**config.mk**
```make
export PLATFORM = sky130hd
export DESIGN_NAME = vliw_ctrl_seq_flat
export DESIGN_NICKNAME = d
export VERILOG_FILES = /design/src/rtl/vliw_ctrl_seq_if.sv /design/src/rtl/vliw_ctrl_seq.sv /design/src/flat_wrapper.sv
export SDC_FILE = /design/constraint.sdc
export NUM_CORES = 1
export LEC_CHECK = 0
export BUFFER_PORTS_ARGS = -buffer_cell sky130_fd_sc_hd__buf_4
export CAP_MARGIN = 5
export CORE_AREA = 2 2 56 58
export CTS_BUF_LIST = sky130_fd_sc_hd__clkbuf_4 sky130_fd_sc_hd__clkbuf_8 sky130_fd_sc_hd__clkbuf_16
export DETAILED_ROUTE_END_ITERATION = 12
export DIE_AREA = 0 0 58 60
export PLACE_DENSITY = 0.75
export SETUP_SLACK_MARGIN = 0.3
export SYNTH_ARGS = -nofsm -noshare
export SYNTH_HDL_FRONTEND = slang
export SYNTH_SLANG_ARGS = --single-unit
```
**constraint.sdc**
```tcl
create_clock -name clk -period 1.8 [get_ports clk]
set_input_delay 0.36 -clock clk [delete_from_list [all_inputs] [get_ports clk]]
set_output_delay 0.36 -clock clk [all_outputs]
set_load 0.02 [all_outputs]
```
**src/rtl/vliw_ctrl_seq_if.sv**
```systemverilog
`default_nettype none
// +----------------------------------------------------------------------+
// | vliw_ctrl_seq_if                                                     |
// | Fetch-side handshake and datapath control bundle of vliw_ctrl_seq.   |
// | Revision: 1.0                                                        |
// +----------------------------------------------------------------------+
interface vliw_ctrl_seq_if #(
  parameter int IR_W = 32
);
  logic            ir_valid;
  logic [IR_W-1:0] ir;
  logic            ir_ready;
  logic            n_flag;
  logic            mem_ready;
  logic            ctrl_valid;
  logic            reg_write1;
  logic            reg_write2;
  logic [3:0]      flag1_we;
  logic [3:0]      flag2_we;
  logic [1:0]      alu_op;
  logic            alu_src_a;
  logic            alu_src_b;
  logic            branch;
  logic [1:0]      pc_src;
  logic            mem_read;
  logic            mem_write;
  logic            illegal;
  logic            mem_err;

  // Fetch register / datapath side
  modport master (
    output ir_valid, ir, n_flag, mem_ready,
    input  ir_ready, ctrl_valid, reg_write1, reg_write2, flag1_we, flag2_we,
           alu_op, alu_src_a, alu_src_b, branch, pc_src, mem_read, mem_write,
           illegal, mem_err
  );

  // Sequencer side
  modport slave (
    input  ir_valid, ir, n_flag, mem_ready,
    output ir_ready, ctrl_valid, reg_write1, reg_write2, flag1_we, flag2_we,
           alu_op, alu_src_a, alu_src_b, branch, pc_src, mem_read, mem_write,
           illegal, mem_err
  );
endinterface
`default_nettype wire

```
**src/rtl/vliw_ctrl_seq.sv**
```systemverilog
`default_nettype none
// +----------------------------------------------------------------------+
// | vliw_ctrl_seq                                                        |
// | Registered two-slot VLIW control sequencer: decode, memory wait with |
// | timeout, branch flush window. Optional: VLIW_CTRL_ILLEGAL_TRAP_EN.   |
// | Revision: 1.0                                                        |
// +----------------------------------------------------------------------+
module vliw_ctrl_seq #(
  parameter int IR_W         = 32,
  parameter int OPW          = 5,
  parameter int OP1_LSB      = 0,
  parameter int SUB1_LSB     = 5,
  parameter int OP2_LSB      = 16,
  parameter int FLUSH_CYCLES = 1,
  parameter int MEM_TIMEOUT  = 15
) (
  input  wire            clk,
  input  wire            reset,
  vliw_ctrl_seq_if.slave bus
);

`ifdef VLIW_CTRL_ILLEGAL_TRAP_EN
  localparam bit TRAP_EN = 1'b1;
`else
  localparam bit TRAP_EN = 1'b0;
`endif

  localparam int FCNT_W = (FLUSH_CYCLES > 1) ? $clog2(FLUSH_CYCLES + 1) : 1;
  localparam int WCNT_W = (MEM_TIMEOUT > 1) ? $clog2(MEM_TIMEOUT) : 1;

  localparam logic [FCNT_W-1:0] FLUSH_INIT = FCNT_W'(FLUSH_CYCLES);
  localparam logic [FCNT_W-1:0] FLUSH_ONE  = FCNT_W'(1);
  localparam logic [WCNT_W-1:0] WAIT_LAST  = WCNT_W'((MEM_TIMEOUT > 0) ? MEM_TIMEOUT - 1 : 0);

  localparam logic [OPW-1:0] OP1_NOP    = OPW'(5'b00000);
  localparam logic [OPW-1:0] OP1_ALU    = OPW'(5'b01000);
  localparam logic [OPW-1:0] OP1_IMM    = OPW'(5'b00101);
  localparam logic [OPW-1:0] SUB1_04    = OPW'(5'b00100);
  localparam logic [OPW-1:0] SUB1_0B    = OPW'(5'b01011);
  localparam logic [OPW-1:0] SUB1_0C    = OPW'(5'b01100);
  localparam logic [OPW-1:0] OP2_NOP    = OPW'(5'b00000);
  localparam logic [OPW-1:0] OP2_LOAD   = OPW'(5'b01010);
  localparam logic [OPW-1:0] OP2_STORE  = OPW'(5'b01011);
  localparam logic [OPW-1:0] OP2_JUMP   = OPW'(5'b11110);
  localparam logic [OPW-1:0] OP2_BRANCH = OPW'(5'b11011);

  typedef enum logic [1:0] {
    ST_RUN      = 2'd0,
    ST_MEM_WAIT = 2'd1,
    ST_FLUSH    = 2'd2,
    ST_TRAP     = 2'd3
  } state_t;

  state_t            state_q, state_d;
  logic [FCNT_W-1:0] fcnt_q, fcnt_d;
  logic [WCNT_W-1:0] wcnt_q, wcnt_d;
  logic              ir_ready_q, ir_ready_d;
  logic              ctrl_valid_q, ctrl_valid_d;
  logic              reg_write1_q, reg_write1_d;
  logic              reg_write2_q, reg_write2_d;
  logic [3:0]        flag1_we_q, flag1_we_d;
  logic [3:0]        flag2_we_q, flag2_we_d;
  logic [1:0]        alu_op_q, alu_op_d;
  logic              alu_src_a_q, alu_src_a_d;
  logic              alu_src_b_q, alu_src_b_d;
  logic              branch_q, branch_d;
  logic [1:0]        pc_src_q, pc_src_d;
  logic              mem_read_q, mem_read_d;
  logic              mem_write_q, mem_write_d;
  logic              illegal_q, illegal_d;
  logic              mem_err_q, mem_err_d;

  logic [OPW-1:0] op1, sub1, op2;
  logic           accept;
  logic           s1_rw, s1_a, s1_b, s1_ill;
  logic [3:0]     s1_flags;
  logic [1:0]     s1_alu;
  logic           s2_ld, s2_st, s2_br, s2_ill;
  logic [1:0]     s2_pc;
  logic           unused_ir;

  assign op1       = bus.ir[OP1_LSB +: OPW];
  assign sub1      = bus.ir[SUB1_LSB +: OPW];
  assign op2       = bus.ir[OP2_LSB +: OPW];
  assign accept    = bus.ir_valid && ir_ready_q;
  assign unused_ir = ^bus.ir;

  always_comb begin
    s1_rw    = 1'b0;
    s1_a     = 1'b0;
    s1_b     = 1'b0;
    s1_ill   = 1'b0;
    s1_flags = 4'b0000;
    s1_alu   = 2'b00;
    case (op1)
      OP1_ALU: begin
        s1_rw = 1'b1;
        s1_a  = 1'b1;
        case (sub1)
          SUB1_04: begin s1_alu = 2'b00; s1_flags = 4'b1111; end
          SUB1_0B: begin s1_alu = 2'b11; s1_flags = 4'b1110; end
          SUB1_0C: begin s1_alu = 2'b10; s1_flags = 4'b1100; end
          default: begin s1_ill = 1'b1; s1_rw = 1'b0; s1_a = 1'b0; end
        endcase
      end
      OP1_IMM: begin
        s1_rw    = 1'b1;
        s1_b     = 1'b1;
        s1_alu   = 2'b01;
        s1_flags = 4'b1111;
      end
      OP1_NOP: ;
      default: s1_ill = 1'b1;
    endcase
  end

  always_comb begin
    s2_ld  = 1'b0;
    s2_st  = 1'b0;
    s2_br  = 1'b0;
    s2_ill = 1'b0;
    s2_pc  = 2'b00;
    case (op2)
      OP2_LOAD:   s2_ld = 1'b1;
      OP2_STORE:  s2_st = 1'b1;
      OP2_JUMP:   s2_pc = 2'b10;
      OP2_BRANCH: begin
        s2_br = 1'b1;
        s2_pc = bus.n_flag ? 2'b01 : 2'b00;
      end
      OP2_NOP: ;
      default: s2_ill = 1'b1;
    endcase
  end

  always_comb begin
    state_d      = state_q;
    fcnt_d       = fcnt_q;
    wcnt_d       = wcnt_q;
    ir_ready_d   = ir_ready_q;
    ctrl_valid_d = 1'b0;
    reg_write1_d = 1'b0;
    reg_write2_d = 1'b0;
    flag1_we_d   = 4'b0000;
    flag2_we_d   = 4'b0000;
    alu_op_d     = 2'b00;
    alu_src_a_d  = 1'b0;
    alu_src_b_d  = 1'b0;
    branch_d     = 1'b0;
    pc_src_d     = 2'b00;
    mem_read_d   = 1'b0;
    mem_write_d  = 1'b0;
    illegal_d    = 1'b0;
    mem_err_d    = 1'b0;
    case (state_q)
      ST_RUN: begin
        if (accept) begin
          ctrl_valid_d = 1'b1;
          illegal_d    = s1_ill || s2_ill;
          if (TRAP_EN && (s1_ill || s2_ill)) begin
            pc_src_d   = 2'b11;
            ir_ready_d = 1'b0;
            state_d    = ST_TRAP;
          end else begin
            reg_write1_d = s1_rw;
            flag1_we_d   = s1_flags;
            alu_op_d     = s1_alu;
            alu_src_a_d  = s1_a;
            alu_src_b_d  = s1_b;
            branch_d     = s2_br;
            pc_src_d     = s2_pc;
            mem_read_d   = s2_ld;
            mem_write_d  = s2_st;
            // A memory op takes priority over flushing in a combined word
            if (s2_ld || s2_st) begin
              ir_ready_d = 1'b0;
              wcnt_d     = '0;
              state_d    = ST_MEM_WAIT;
            end else if ((s2_pc != 2'b00) && (FLUSH_CYCLES > 0)) begin
              fcnt_d  = FLUSH_INIT;
              state_d = ST_FLUSH;
            end
          end
        end
      end
      ST_MEM_WAIT: begin
        // mem_ready is checked first so a late ack on the last cycle still wins
        if (bus.mem_ready) begin
          if (mem_read_q) begin
            reg_write2_d = 1'b1;
            flag2_we_d   = 4'b1100;
          end
          wcnt_d     = '0;
          ir_ready_d = 1'b1;
          state_d    = ST_RUN;
        end else if ((MEM_TIMEOUT > 0) && (wcnt_q == WAIT_LAST)) begin
          mem_err_d  = 1'b1;
          wcnt_d     = '0;
          ir_ready_d = 1'b1;
          state_d    = ST_RUN;
        end else begin
          mem_read_d  = mem_read_q;
          mem_write_d = mem_write_q;
          wcnt_d      = wcnt_q + WCNT_W'(1);
        end
      end
      ST_FLUSH: begin
        if (accept) begin
          if (fcnt_q <= FLUSH_ONE) begin
            fcnt_d  = '0;
            state_d = ST_RUN;
          end else begin
            fcnt_d = fcnt_q - FCNT_W'(1);
          end
        end
      end
      ST_TRAP: ir_ready_d = 1'b0;
      default: begin
        ir_ready_d = 1'b1;
        state_d    = ST_RUN;
      end
    endcase
  end

  always_ff @(posedge clk or posedge reset) begin
    if (reset) begin
      state_q      <= ST_RUN;
      fcnt_q       <= '0;
      wcnt_q       <= '0;
      ir_ready_q   <= 1'b1;
      ctrl_valid_q <= 1'b0;
      reg_write1_q <= 1'b0;
      reg_write2_q <= 1'b0;
      flag1_we_q   <= 4'b0000;
      flag2_we_q   <= 4'b0000;
      alu_op_q     <= 2'b00;
      alu_src_a_q  <= 1'b0;
      alu_src_b_q  <= 1'b0;
      branch_q     <= 1'b0;
      pc_src_q     <= 2'b00;
      mem_read_q   <= 1'b0;
      mem_write_q  <= 1'b0;
      illegal_q    <= 1'b0;
      mem_err_q    <= 1'b0;
    end else begin
      state_q      <= state_d;
      fcnt_q       <= fcnt_d;
      wcnt_q       <= wcnt_d;
      ir_ready_q   <= ir_ready_d;
      ctrl_valid_q <= ctrl_valid_d;
      reg_write1_q <= reg_write1_d;
      reg_write2_q <= reg_write2_d;
      flag1_we_q   <= flag1_we_d;
      flag2_we_q   <= flag2_we_d;
      alu_op_q     <= alu_op_d;
      alu_src_a_q  <= alu_src_a_d;
      alu_src_b_q  <= alu_src_b_d;
      branch_q     <= branch_d;
      pc_src_q     <= pc_src_d;
      mem_read_q   <= mem_read_d;
      mem_write_q  <= mem_write_d;
      illegal_q    <= illegal_d;
      mem_err_q    <= mem_err_d;
    end
  end

  assign bus.ir_ready   = ir_ready_q;
  assign bus.ctrl_valid = ctrl_valid_q;
  assign bus.reg_write1 = reg_write1_q;
  assign bus.reg_write2 = reg_write2_q;
  assign bus.flag1_we   = flag1_we_q;
  assign bus.flag2_we   = flag2_we_q;
  assign bus.alu_op     = alu_op_q;
  assign bus.alu_src_a  = alu_src_a_q;
  assign bus.alu_src_b  = alu_src_b_q;
  assign bus.branch     = branch_q;
  assign bus.pc_src     = pc_src_q;
  assign bus.mem_read   = mem_read_q;
  assign bus.mem_write  = mem_write_q;
  assign bus.illegal    = illegal_q;
  assign bus.mem_err    = mem_err_q;

endmodule
`default_nettype wire

```
**src/flat_wrapper.sv**
```systemverilog
// flat-port wrapper written by rule: the top's interface ports become plain ports
module vliw_ctrl_seq_flat 
#(
  parameter int IR_W         = 32,
  parameter int OPW          = 5,
  parameter int OP1_LSB      = 0,
  parameter int SUB1_LSB     = 5,
  parameter int OP2_LSB      = 16,
  parameter int FLUSH_CYCLES = 1,
  parameter int MEM_TIMEOUT  = 15
)
  (clk, reset, bus_ir_valid, bus_ir, bus_n_flag, bus_mem_ready, bus_ir_ready, bus_ctrl_valid, bus_reg_write1, bus_reg_write2, bus_flag1_we, bus_flag2_we, bus_alu_op, bus_alu_src_a, bus_alu_src_b, bus_branch, bus_pc_src, bus_mem_read, bus_mem_write, bus_illegal, bus_mem_err);
  vliw_ctrl_seq_if #(.IR_W(IR_W)) bus_i ();
  input  wire clk;
  input  wire reset;
  input wire logic [$bits(bus_i.ir_valid)-1:0] bus_ir_valid;
  input wire logic [$bits(bus_i.ir)-1:0] bus_ir;
  input wire logic [$bits(bus_i.n_flag)-1:0] bus_n_flag;
  input wire logic [$bits(bus_i.mem_ready)-1:0] bus_mem_ready;
  output wire logic [$bits(bus_i.ir_ready)-1:0] bus_ir_ready;
  output wire logic [$bits(bus_i.ctrl_valid)-1:0] bus_ctrl_valid;
  output wire logic [$bits(bus_i.reg_write1)-1:0] bus_reg_write1;
  output wire logic [$bits(bus_i.reg_write2)-1:0] bus_reg_write2;
  output wire logic [$bits(bus_i.flag1_we)-1:0] bus_flag1_we;
  output wire logic [$bits(bus_i.flag2_we)-1:0] bus_flag2_we;
  output wire logic [$bits(bus_i.alu_op)-1:0] bus_alu_op;
  output wire logic [$bits(bus_i.alu_src_a)-1:0] bus_alu_src_a;
  output wire logic [$bits(bus_i.alu_src_b)-1:0] bus_alu_src_b;
  output wire logic [$bits(bus_i.branch)-1:0] bus_branch;
  output wire logic [$bits(bus_i.pc_src)-1:0] bus_pc_src;
  output wire logic [$bits(bus_i.mem_read)-1:0] bus_mem_read;
  output wire logic [$bits(bus_i.mem_write)-1:0] bus_mem_write;
  output wire logic [$bits(bus_i.illegal)-1:0] bus_illegal;
  output wire logic [$bits(bus_i.mem_err)-1:0] bus_mem_err;
  assign bus_i.ir_valid = bus_ir_valid;
  assign bus_i.ir = bus_ir;
  assign bus_i.n_flag = bus_n_flag;
  assign bus_i.mem_ready = bus_mem_ready;
  assign bus_ir_ready = bus_i.ir_ready;
  assign bus_ctrl_valid = bus_i.ctrl_valid;
  assign bus_reg_write1 = bus_i.reg_write1;
  assign bus_reg_write2 = bus_i.reg_write2;
  assign bus_flag1_we = bus_i.flag1_we;
  assign bus_flag2_we = bus_i.flag2_we;
  assign bus_alu_op = bus_i.alu_op;
  assign bus_alu_src_a = bus_i.alu_src_a;
  assign bus_alu_src_b = bus_i.alu_src_b;
  assign bus_branch = bus_i.branch;
  assign bus_pc_src = bus_i.pc_src;
  assign bus_mem_read = bus_i.mem_read;
  assign bus_mem_write = bus_i.mem_write;
  assign bus_illegal = bus_i.illegal;
  assign bus_mem_err = bus_i.mem_err;
  vliw_ctrl_seq #(.IR_W(IR_W), .OPW(OPW), .OP1_LSB(OP1_LSB), .SUB1_LSB(SUB1_LSB), .OP2_LSB(OP2_LSB), .FLUSH_CYCLES(FLUSH_CYCLES), .MEM_TIMEOUT(MEM_TIMEOUT)) u_core (.clk(clk), .reset(reset), .bus(bus_i));
endmodule
```
Word-level counts from Yosys, hierarchy flattened
Cells that the tools add are included.

operators by class
  add/subtract/negate cells = 2
  $lt $le $gt $ge = 1
  equality and inequality tests = 21
  muxes and demuxes = 73
  reduce and logical (&&, ||, !) cells = 18

operators by type and width
  operator                                                                number
  1-bit 2-to-1 mux                                                        40
  4-bit 2-to-1 mux                                                        9
  5-bit by 4-bit equality test with 1-bit output (second input constant)  5
  2-bit 2-to-1 mux                                                        11
  4-bit one-hot mux with 2 select lines                                   2
  2-bit one-hot mux with 2 select lines                                   3
  4-bit one-hot mux with 3 select lines                                   1
  5-bit by 3-bit equality test with 1-bit output (second input constant)  2
  5-bit equality test (second input constant)                             2
  5-bit logical NOT                                                       2
  2-bit by 1-bit != test with 1-bit output (second input constant)        5
  1-bit one-hot mux with 2 select lines                                   5
  2-bit one-hot mux with 3 select lines                                   1
  6-bit AND reduction                                                     1
  2-bit nonzero test                                                      3
  3-bit nonzero test                                                      2
  5-bit AND reduction                                                     1
  5-bit OR reduction                                                      1
  4-bit by 1-bit adder with 4-bit output (second input constant)          1
  2-bit equality test (second input constant)                             2
  4-bit equality test (second input constant)                             1
  4-bit AND reduction                                                     1
  3-bit by 1-bit != test with 1-bit output (second input constant)        1
  3-bit by 2-bit != test with 1-bit output (second input constant)        1
  11 further kinds                                                        12

storage, ports and cells
  flip-flop bits (word level) = 30
  input bits = 37
  output and inout port bits = 23
  logic and storage cells = 133

Logic depth before layout (Yosys ltp)
Gate-level depths: netlist (run 1).

  word-level depth = 7
  mapped depth = 8
  gate-level depth less buffers = 8

Worst setup path after synthesis (run 1)
Ideal clock, no wire load.

  path kind = register to register
  start point = reg u_core.state_q[0]
  end point = reg u_core.state_q[1]
  setup time = 0.125 ns
  arrival time = 1.542 ns
  required time = 1.675 ns
  slack = 0.133 ns
  cell stages (with the launch flop) = 9
  path buffers = 0
  period minus slack after synthesis = 1.667 ns
  path through = dfrtp_1 > inv_1 > ha_1 > nand3_4 > inv_6 > nand3_4 > a21oi_2 > o21a_4 > mux2_4

between the ends
  longest elaborated chain between the ends = 3
  elaborated cells on any way between the ends = 11
  classes of those cells = eq/ne (7); mux (1); reduce/logical (3)

RTL lines
  item                                                                        RTL line              text
  start: declaration                                                          vliw_ctrl_seq.sv:54   state_t state_q, state_d;
  start signal: assignment                                                    vliw_ctrl_seq.sv:246  state_q <= state_d;
  2-bit by 1-bit equality test with 1-bit output (tied with other cells)      vliw_ctrl_seq.sv:155  case (state_q)
  3-bit by 2-bit != test with 1-bit output (no line) (tied with other cells)  --
  6-bit AND reduction (no line)                                               --

Parallel ways exist; a longest one is shown, timed or not.
A chain may end at the register's enable or synchronous reset.

Worst setup path in the final report (run 1)
Ends and elaborated chain as after synthesis.

==> run summary, run 1 <==
The synthesized netlist contains 40 unique library cells. Entering global routing, the biggest net connects 24 pins. The commonest cells after synthesis are dfrtp_1 (22), nand2_1 (13), nor2_1 (12).

The tools report the starting utilization of the core area as 42.20%. The core region is 2903 um^2. Data on the critical path is required at its endpoint by 2.01 ns.

The post-layout minimum cycle time works out to 1.584 ns. Using the TritonRoute via totals, the vias-per-cell ratio works out to 5.165. Max-cap violations in this run came to 0. Post-synthesis register bit count: 23.

The async set-or-reset flop fraction in the synthesized netlist was 100.0%; the leakage power was 0.8327 nW. The run gives 0 as the initial antenna violation count. The run gives 0 as the hold buffer count at cts. Summing all placed instances gives a cell area of 1567 um^2. The run gives 0 as the detailed-route DRC error count. The net count of the finished layout is 216. The share of the synthesized area in the top cell type was 44.94%. The die covers 3480 um^2. The run gives 120 as the post-synthesis cell count. Yosys mapped a number of flops with a built-in enable equal to 0. The tools report the total via count in the routed design as 1064. The detailed router finished its first iteration with 47 violations. The final wirelength is 2.823 mm. The critical path in this run is classified as register to register. The cell area power density is 844.8 nW/um^2, and the first-pass iteration count of the detailed router is 4. Along the worst path, the maximum fanout reaches 4. The worst setup path is launched from a register.

Global routing consumed, over all layers together, 16.50% of the routing resources. After synthesis, the mean cell area works out to 10.21 um^2. The path class of the tightest hold or removal check is primary input to async pin. The floorplan has 20 rows.

The run gives 1728 um^2 as the post-route cell area. The cell total after placement came out at 191. The run finished with clean final reports. The area growth from synthesis to layout is 41.06%. Global routing finished with a remaining overflow of 0. Timing would allow up to 631.5 MHz.

In this run the cell area of the synthesized design comes to 1225 um^2. The tools report the final worst clock skew as 0.001755 ns. The number of endpoints with negative hold slack in the final report is 0. TritonCTS built the clock tree.

60 I/O pins were placed. The via count of the first global-routing pass was 1041. The clock drives 23 sinks. Top cell type by total area after synthesis: dfrtp_1.

Sequential elements use 47.09% of the synthesized area. At the placement stage, the worst setup path has a slack of 0.09297 ns. In this run the deepest clock path goes through 2 buffers. The detail-routed net length per standard cell came out at 13.70 um. Of the cells placed in the final design, the portion with a size suffix greater than 1 is 47.40%.

The tools report the max-slew violation total from the final report as 0. During synthesis, Yosys emitted a total of 0 warnings. Setup repair after global routing could not meet its margin everywhere.

Wire length of the first global-routing pass: 4.429 mm. The die outline width is 58 um, and the total negative setup slack is 0 ns. The share of the cycle needed by the critical path after routing was 87.98%.

The y dimension of the die was 60 um. Routability-driven placement finished with a final weighted congestion of 0.7939. Once detail routing completed, the nets flagged for antenna violations numbered 0. Setup violations remaining at the end of the flow were counted as 0. STA puts the critical path data arrival time at 1.79 ns. STA classifies the critical path endpoint as a register. Among all flip-flop cells after synthesis, the most frequent one is dfrtp_1. The tools report the final standard cell utilization of the core as 59.53%. Clock-pin slew was measured on the worst setup and hold paths at 0.12 ns. The non-filler instance count after layout came out at 206. The cell sitting at the root of the clock tree is a clkbuf_4. The run gives 576.8 um^2 as the area of all sequential standard cells.

The worst voltage drop across the vdd grid is 0.6194 mV. The logs give 2.076 mm for the sum of net half-perimeters after detailed placement and 0.30 ns for the clock latency of the later-clocked register in the worst-skew pair. The repair_antennas step left the layout with diodes totalling 0. The multi-input combinational cells in the finished layout cover a total of 639.4 um^2. The logs give 0.2164 ns for the worst path setup slack after routing and 1 for the level count of the clock H-tree. Yosys attributes the largest share of cell area to dfrtp_1 (45%), ha_1 (5.1%), nand2_1 (4.0%), buf_4 (3.7%), nor2_1 (3.7%). Number of port buffers: 40. The most common cell in the synthesized netlist was dfrtp_1. Buffers inserted during clock tree synthesis total 3. The layout has 259 filler cells.
-- registers in the layout, indices dropped and copies added, names as in the netlist --
name / flops
u_core.bus.illegal: 1
u_core.wcnt_q: 4
u_core.bus.branch: 1
u_core.bus.alu_src_a: 1
u_core.state_q: 2
u_core.bus.flag1_we: 3
u_core.bus.mem_read: 1
u_core.bus.ir_ready: 1
u_core.bus.mem_write: 1
u_core.bus.mem_err: 1
u_core.bus.alu_op: 2
u_core.bus.flag2_we: 1
u_core.bus.alu_src_b: 1
u_core.bus.pc_src: 2
u_core.bus.ctrl_valid: 1
-- power by group --
group	internal, W	switching (W)	total [W]	leakage [nW]
Sequential	0.000569	0.0000432	0.000612	0.315
Combinational	0.000314	0.000281	0.000595	0.500
Clock	0.000101	0.000152	0.000253	0.0184
-- final timing paths --
kind / start / end / slack [ns] / cells past startpoint
worst min register to register: u_core.bus.mem_read / u_core.bus.mem_read / 0.53 / 2
min in group clk: bus_ir[18] / u_core.bus.branch / 0.25 / 2
worst max register to register: u_core.state_q[0] / u_core.state_q[1] / 0.22 / 6
max in group asynchronous: reset / u_core.bus.ir_ready / 1.44 / 3
worst max-delay path: u_core.state_q[0] / u_core.state_q[1] / 0.22 / 6
worst min-delay path: reset / u_core.bus.alu_src_b / 0.08 / 3
-- through the flow --
| step | total power (W) | hold slack, ns |
|---|---|---|
| after floorplan | 0.0009431 | 0.3612 |
| after global placement | 0.001059 | 0.4181 |
| after detailed placement | 0.001085 | 0.4256 |
| after CTS | 0.001434 | 0.07670 |
| after global routing | 0.001547 | 0.09032 |
| final | 0.001460 | 0.07529 |
-- critical path: stages, from the launching register on --
cell and delay (ns):
dfrtp_1 0.42, buf_6 0.13, ha_4 0.15, nand2b_1 0.12, nand2b_1 0.21, o21a_4 0.16, mux2_4 0.29
-- routing by layer --
metal | share of wire (%) | track usage, %
met3 | 3.3 | 2.597
met1 | 42 | 19.89
met2 | 54 | 29.22
met5 | 0 | 0
met4 | 0.43 | 6.977
-- cell usage in the layout, fill, tap and decap left out, drive strengths merged, types with 2 or more instances in the layout --
cell / n
and2: 2
o31ai: 3
clkbuf: 4
buf: 54
nor2b: 2
ha: 5
nor2: 12
a21oi: 6
nor3b: 2
nand3: 5
nand2b: 5
a21o: 2
dfrtp: 22
nand2: 13
inv: 7
conb: 2
nor3: 3
o21ai: 6
-- cells by family (layout without fill, tap and decap cells) --
group,Yosys count,after routing,share of synthesized area [%]
and+or+nand+nor,51,51,24.21
buffers and inverters,13,65,6.231
other,1,2,0.3061
adders and majority gates,5,5,5.107
DFF,23,23,47.09
AOI/OAI and AO/OA,25,25,15.02
muxes,2,2,2.043
-- area by class of cell --
cell class,count,share of cell area (%)
tap,33,2.390
sequential,23,33.38
clock buffer,4,1.738
timing repair buffer,54,23.68
inverter,7,1.810
multi-input combinational,85,37.00
-- repair_timing --
item / CTS / global route
setup buffers: 9 / 2
pin swaps: 6 / 1
endpoints found under the setup margin: 2 / 9
gates resized for setup: 2 / 10
hold endpoints to repair: 0 / 0
(Power assumes the default switching activity.)
==> run 2, diff against run 1 <==
Settings changed: CORE_AREA 2 2 56 58 to 2 2 54 56, DIE_AREA 0 0 58 60 to 0 0 56 58, PLACE_DENSITY 0.75 to 0.8.
Clock period 1.8 ns to 2 ns, I/O delays scaled along.
==> run summary, run 2 (synthesized netlist as in run 1, its figures left out) <==
The cell depth of the worst flop-to-flop path is 8 (+2), and the wire length of the first global-routing pass is 4.140 mm (-6.5%). The routing usage on met2 was 29.08% (-0.15 points); the number of setup violations in the final report was 0 (unchanged). The clock-pin slew on the worst setup and hold paths works out to 0.12 ns (about the same). The tools report the sum of net half-perimeters after detailed placement as 1.896 mm (-8.6%).

The final wirelength was 2.431 mm (-14%). The logs give 16.16% (-0.34 points) for the global routing usage summed across all routing layers and 2663 um^2 (-8.3%) for the area inside the core boundary. The fraction of final layout cells sized beyond drive strength 1 is 40.85% (-6.5 points), and the starting utilization of the core area is 46.01% (+3.8 points). The number of core rows came out at 19 (-5.0%).

The tools report the antenna cell count as 0 (unchanged). The cell depth of the worst setup path is 8 (+2). For the post-route cell area, the log shows 1622 um^2 (-6.2%). Non-filler instance count after layout: 195 (-5.3%).

The tools report the sink count of the clock tree as 23 (unchanged). The logs give 4 (unchanged) for the first-pass iteration count of the detailed router and 0.1187 ns (+0.04341 ns) for the worst hold slack. The total of max-cap violations was 0 (unchanged); the arrival time at the worst endpoint was 1.87 ns (+0.08 ns). The max-slew violation total from the final report is 0 (unchanged). On the critical path the largest part of the delay comes from flip-flops. The via count of the first global-routing pass is 957 (-8.1%), and the die outline width is 56 um (-3.4%). Counting flops per register, the top entry is u_core.wcnt_q.

Most frequent cell on the critical path: nand3_4. The run gives 0 (unchanged) as the detailed-route DRC error count. Level count of the clock H-tree: 1 (unchanged). The category of the worst setup path capture point was a register. The worst voltage drop across the vdd grid was 0.4668 mV (-25%).

Setup repair after global routing could not meet its margin everywhere. The launching point of the worst reg2reg path is u_core.state_q[0]. The mean number of vias per cell is 5.051 (-2.2%), and the instance area at placement is 1538 um^2 (-1.8%). The maximum fanout along the worst path came out at 6 (+2). The buffer depth of the longest clock path is 2 (unchanged). The number of port buffers was 40 (unchanged).

The class of the most critical setup path is register to register. Leaving out fill and tap cells, the most frequent cell in the layout is buf_4. The setup slack at placement was 0.2125 ns (+0.1195 ns); the die footprint was 3248 um^2 (-6.7%). The launching element type of the critical path was a register. Class of the most critical hold timing path: primary input to async pin. The final worst clock skew came out at 0.01207 ns (+0.01031 ns). The run finished with clean final reports. Cell total after placement: 188 (-1.6%). The y dimension of the die is 58 um (-3.3%).

The run gives 3 (unchanged) as the total CTS buffers. The worst path setup slack after routing is 0.3211 ns (+0.1047 ns). The tools report the number of endpoints with negative hold slack in the final report as 0 (unchanged).

The remaining number of nets flagged by the antenna check after routing is 0 (unchanged), and the weighted congestion at the end of routability-driven global placement is 0.7891 (-0.60%). The tools report the met3 usage in global routing as 2.009% (-0.59 points). The endpoint identified for the worst register-to-register timing path is u_core.state_q[1]. The total negative setup slack is 0 ns (unchanged). The worst reg-to-reg setup slack is 0.32 ns (+0.10 ns), and the post-layout minimum cycle time is 1.679 ns (+0.09526 ns). The number of placed I/O pins is 60 (unchanged), and the clock latency of the later-clocked register in the worst-skew pair is 0.30 ns (about the same).

Maximum cell stage delay along the critical path: 0.42 ns (about the same). The detail-routed net length per standard cell works out to 12.47 um (-9.0%). The share of the cycle needed by the critical path after routing was 83.94% (-4.0 points). In the layout the commonest cells are buf_4 (45), dfrtp_1 (22), nand2_1 (13). Cell with the largest stage delay on the worst path: dfrtp_1. The tree is rooted in a clkbuf_4. The largest net degree at the start of global routing came out at 24 (unchanged). The met1 track utilization from global routing is 20.09% (+0.20 points), and the number of nets in the layout is 207 (-4.2%).

Source of the critical timing path: u_core.state_q[0]. The hold buffer count at cts is 0 (unchanged). The total via count in the routed design came out at 985 (-7.4%). In this run the most used layer during global routing was met2. The cell area power density was 754.8 nW/um^2 (-11%). The initial antenna violation count is 0 (unchanged).

The run gives 595.6 MHz (-5.7%) as the maximum clock rate. TritonCTS built the clock tree. The area growth from synthesis to layout is 32.38%.

Aggregate global routing overflow: 0 (unchanged). Walking the worst path, the cells encountered are inv_2 -> ha_4 -> nand3_4 -> inv_6 -> nand3_4 -> a21oi_2 -> o21a_4 -> mux2_4. The tools report the count of routing violations after the opening detailed-route iteration as 26 (-45%). The leakage power is 0.7853 nW (-5.7%). The buffering stage count on the worst path with inverters included is 2 (+1), and the number of flip-flops in the largest register is 4 (unchanged). The required time of the critical path was 2.19 ns (+0.18 ns).
## run 2: worst max-delay path by stage
stage | endpoint | slack (ns)
floorplan | u_core.state_q[1] | 0.33
detailed placement | u_core.state_q[1] | 0.21
global placement | u_core.state_q[1] | 0.23
global route | u_core.state_q[1] | 0.24
CTS | u_core.state_q[1] | 0.34
finish | u_core.state_q[1] | 0.32
## run 2: repair_timing
action                     CTS  global route
setup buffers                2             1
setup endpoints to repair    1             5
pin swaps                    0             0
gates resized for setup      6             2
## run 2: metal layers
layer	wire length, um	vias up
li1	-	496
met1	1049	458
met2	1252	29
met3	111	2
met4	18	0
met5	0	-
## run 2: power by group
part	internal (W)	switching (W)	total, W
Clock	0.0000911	0.000126	0.000217
Combinational	0.000230	0.000230	0.000460
Sequential	0.000512	0.0000352	0.000547
## run 2: cell type report
| class | count | area (um^2) |
|---|---|---|
| Tap cell | 31 | 38.79 |
| Inverter | 7 | 31.28 |
| Multi-Input combinational cell | 85 | 606.8 |
| Timing Repair Buffer | 45 | 337.8 |
| Sequential cell | 23 | 576.8 |
| Clock buffer | 4 | 30.03 |
| Fill cell | 224 | 1041 |
## run 2: tightest hold or removal path: stages
cell	delay, ns
buf_4	0.10
inv_1	0.04
buf_4	0.27
## run 2: through the flow
| step | util (%) | total power, W |
|---|---|---|
| after CTS | 60.39 | 0.001202 |
| after detailed placement | 57.75 | 0.0009263 |
| final | 60.90 | 0.001224 |
| after global routing | 60.90 | 0.001300 |
| after floorplan | - | 0.0008132 |
| after global placement | 57.75 | 0.0009171 |
==> run 3, diff against run 2 <==
Settings changed: ABC_AREA set to 1, CORE_AREA 2 2 54 56 to 2 2 59 61, DIE_AREA 0 0 56 58 to 0 0 61 63, PLACE_DENSITY 0.8 to 0.73.
Clock period 2 ns to 1.4 ns, I/O delays scaled along.
==> run summary, run 3 <==
After synthesis, the most frequently instantiated cells are nand2_1 (39), nor2_1 (25), dfrtp_1 (22), inv_1 (22), nand3_1 (13). The non-filler instance count after layout came out at 267 (+37%). The worst hold slack was 0.09749 ns (-0.02121 ns); the worst voltage drop across the vdd grid was 0.7221 mV (+55%).

The tools report the worst path setup slack after routing as 0.01462 ns (-0.3065 ns). The remaining number of nets flagged by the antenna check after routing was 0 (unchanged). For the total of fill cells in the finished design, the log shows 272 (+21%). The post-synthesis cell count was 163 (+36%); the number of port buffers was 40 (unchanged).

Buffer type at the clock tree root: clkbuf_4. The number of enable-type register cells in the synthesized netlist works out to 0 (unchanged). The area inside the core boundary is 3232 um^2 (+21%). The total via count in the routed design is 1236 (+25%). The number of core rows is 21 (+2), and the post-layout minimum cycle time is 1.385 ns (-0.2935 ns). The cell depth of the worst flop-to-flop path was 7 (-1); the total negative setup slack was 0 ns (unchanged). The post-synthesis register bit count works out to 23 (unchanged). The sum of net half-perimeters after detailed placement was 2.017 mm (+6.3%). Total of max-cap violations: 0 (unchanged). The number of nets in the layout was 264 (+28%). The tools report the max-slew violation total from the final report as 0 (unchanged). The category of the worst setup path capture point is a register. The required time of the critical path is 1.64 ns (-0.55 ns), and the level count of the clock H-tree is 1 (unchanged). The y dimension of the die is 63 um (+8.6%), and the post-synthesis instance area is 1274 um^2 (+4.0%). Buffer depth of the longest clock path: 2 (unchanged).

The setup slack at placement was 0.04076 ns (-0.1717 ns). For the share of total power in the clock network, the log shows 14.7% (-3.0 points). The worst setup path is launched from a register. Most common cell in the synthesized netlist: nand2_1. The logs give 3.049 mm (+25%) for the final wirelength and 0.0008985 W (+130%) for the net switching power. The mean number of vias per cell came out at 4.629 (-8.4%). The library cells used most frequently in the layout, excluding fill and tap cells, are nand2_1 (34), buf_4 (30), buf_6 (27).

The initial antenna violation count is 0 (unchanged), and the starting utilization of the core area is 39.41% (-6.6 points). The cell total after placement is 248 (+32%), and the final standard cell utilization of the core is 64.34% (+3.4 points). The buffering stage count on the worst path with inverters included was 2 (unchanged); the number of placed I/O pins was 60 (unchanged). The detail-routed net length per standard cell works out to 11.42 um (-8.4%).

The sink of the worst hold path was u_core.bus.mem_err. Counting instances, the worst hold path has a depth of 2. The logs give 0.7463 (-5.4%) for the weighted congestion at the end of routability-driven global placement and 0.001359 W (+63%) for the internal power. For the largest net degree at the start of global routing, the log shows 24 (unchanged). The share of the cycle needed by the critical path after routing works out to 98.96% (+15 points).

The worst setup path is of the register to register kind. After synthesis, the cell types taking the most area are dfrtp_1 (43%), nand2_1 (11%), nor2_1 (7.4%), inv_1 (6.5%), nand3_1 (5.1%). The maximum cell stage delay along the critical path is 0.40 ns (-0.02 ns).

The number of endpoints with negative hold slack in the final report is 0 (unchanged), and the via count of the first global-routing pass is 1143 (+19%). The die outline width is 61 um (+8.9%). The count of routing violations after the opening detailed-route iteration was 20 (-23%); the sink count of the clock tree was 23 (unchanged). The maximum clock rate was 721.8 MHz (+21%). The clock latency of the later-clocked register in the worst-skew pair is 0.33 ns (+0.03 ns), and the share of the synthesized area in the top cell type is 43.22% (-1.7 points). Count of different cell masters after synthesis: 25 (-38%).

TritonCTS built the clock tree. For the share of the yosys chip area belonging to registers, the log shows 45.28% (-1.8 points). For the wire length of the first global-routing pass, the log shows 4.671 mm (+13%).

The synthesized-area fraction occupied by adder cells was 4.912% (-0.20 points); the first-pass iteration count of the detailed router was 4 (unchanged). In this run the critical register-to-register path is launched from u_core.state_q[1]. The run gives 0 (unchanged) as the antenna cell count.

The global routing usage summed across all routing layers was 15.85% (-0.31 points); the multiplexer fraction of the synthesized cell area was 0% (-2.0 points). The simple-gate share of the synthesized area was 31.73% (+7.5 points). For this run, the leading register cell type out of synthesis is dfrtp_1. Setup repair after global routing could not meet its margin everywhere. Top cell type by total area after synthesis: dfrtp_1. After synthesis, the largest family of logic cells by area is simple AND/OR/NAND/NOR gates. Register containing the most flip-flops in the final layout: u_core.wcnt_q.

Walking the worst path, the cells encountered are inv_2 -> ha_4 -> buf_4 -> nor3_2 -> nor2_4 -> nand3_1 -> nand2_1. Grouping stages by cell kind, the critical path spends the most delay in simple AND/OR/NAND/NOR gates. Leaving out fill and tap cells, the most frequent cell in the layout is nand2_1.

The maximum fanout along the worst path was 3 (-3). The end of the worst register-to-register path is u_core.state_q[0]. Fraction of final layout cells sized beyond drive strength 1: 47.51% (+6.7 points). The cell with the largest stage delay on the worst path was dfrtp_1. The synthesized-area fraction occupied by xor and xnor cells was 0.6876% (+0.69 points).

The aggregate global routing overflow was 0 (unchanged). The arrival time at the worst endpoint is 1.62 ns (-0.25 ns), and the cell area power density is 1086 nW/um^2 (+44%). The post-synthesis area per instance is 7.814 um^2 (-23%). The area fraction in compound gates after synthesis works out to 6.778% (-8.2 points). The part of the power in combinational logic is 50.6% (+13 points), and the clock-pin slew on the worst setup and hold paths is 0.13 ns (about the same). The min-delay analysis places its worst path in the category primary input to register.

The worst reg-to-reg setup slack is 0.01 ns (-0.31 ns), and the synthesis warning total is 0 (unchanged). The run finished with clean final reports. For the detailed-route DRC error count, the log shows 0 (unchanged).

The final worst clock skew is 0.001911 ns (-0.01016 ns), and the async set-or-reset flop fraction in the synthesized netlist is 100.0% (unchanged). The startpoint of the lowest-slack hold path is bus_mem_ready. Compared with the post-synthesis result, the final layout area differs by 63.26%.

The leakage power is 1.041 nW (+33%), and the fraction of power consumed by sequential logic is 34.7% (-10 points). The switching fraction of total power came out at 39.80% (+7.8 points). The die footprint was 3843 um^2 (+18%); the total CTS buffers was 3 (unchanged). The tools report the number of setup violations in the final report as 0 (unchanged). Number of flip-flops in the largest register: 4 (unchanged).
==> run 3: cell types whose count changed after synthesis, moves of 4 or more <==
cell | before | now
nand2b_1 | 4 | 0
nor2_1 | 12 | 25
inv_1 | 6 | 22
nand4_1 | 0 | 4
nand3_1 | 3 | 13
nand2_1 | 13 | 39
==> run 3: what timing repair did <==
item,4_1_cts,5_1_grt
gates cloned,0,0
resized for setup,32,30
hold endpoints to repair,22,0
pin swaps,6,12
hold buffers,1,0
setup endpoints to repair,41,43
setup buffers,9,5
==> run 3: worst max path at each step <==
stage / endpoint / startpoint / slack, ns / cells past startpoint
4_1_cts: u_core.state_q[1] / u_core.state_q[0] / 0.04 / 8
3_3_place_gp: u_core.state_q[1] / u_core.wcnt_q[0] / 0.05 / 9
3_5_place_dp: u_core.wcnt_q[0] / u_core.state_q[1] / 0.04 / 7
6_report: u_core.state_q[0] / u_core.state_q[1] / 0.01 / 7
2_1_floorplan: u_core.wcnt_q[0] / u_core.state_q[0] / 0.13 / 7
5_1_grt: u_core.state_q[1] / u_core.wcnt_q[0] / -0.06 / 9
==> run 3: cell families after synthesis <==
| kind of cell | after synthesis |
|---|---|
| AND/OR/NAND/NOR | 90 |
| flip-flops | 23 |
| XOR/XNOR | 1 |
| other | 1 |
| adder cells (fa/ha/maj) | 5 |
| AO/OA/AOI/OAI | 14 |
| buffers and inverters | 29 |
==> run 3: metal layers <==
layer	track usage [%]	wire, um	vias up
met5	0	0	-
met4	5.707	36	0
met3	2.484	113	2
met2	28.09	1692	31
met1	18.55	1205	575
li1	-	-	628
==> run 3: power by group through the flow <==
stage | Combinational (W) | Sequential (W) | Clock, W
after floorplan | 0.000562 | 0.000819 | 0
after global placement | 0.000760 | 0.000798 | 0
after detailed placement | 0.000784 | 0.000801 | 0
after CTS | 0.000991 | 0.000781 | 0.000333
after global routing | 0.00125 | 0.000791 | 0.000367
final | 0.00114 | 0.000783 | 0.000332
==> run 3: layout make-up <==
type / count / area, um^2 / area share [%]
clock inverter: 1 / 7.507 / 0.3610
tap: 46 / 57.56 / 2.768
multi-input combinational: 112 / 770.7 / 37.06
sequential: 23 / 578.1 / 27.80
timing repair buffer: 59 / 554.3 / 26.65
clock buffer: 3 / 22.52 / 1.083
inverter: 23 / 88.84 / 4.272
==> run 3: stage by stage <==
stage | power (W) | instance area [um^2]
3_3_place_gp | 0.001558 | 1699
3_5_place_dp | 0.001585 | 1699
2_1_floorplan | 0.001380 | 1356
5_1_grt | 0.002410 | 2079
6_report | 0.002258 | 2079
4_1_cts | 0.002105 | 1931
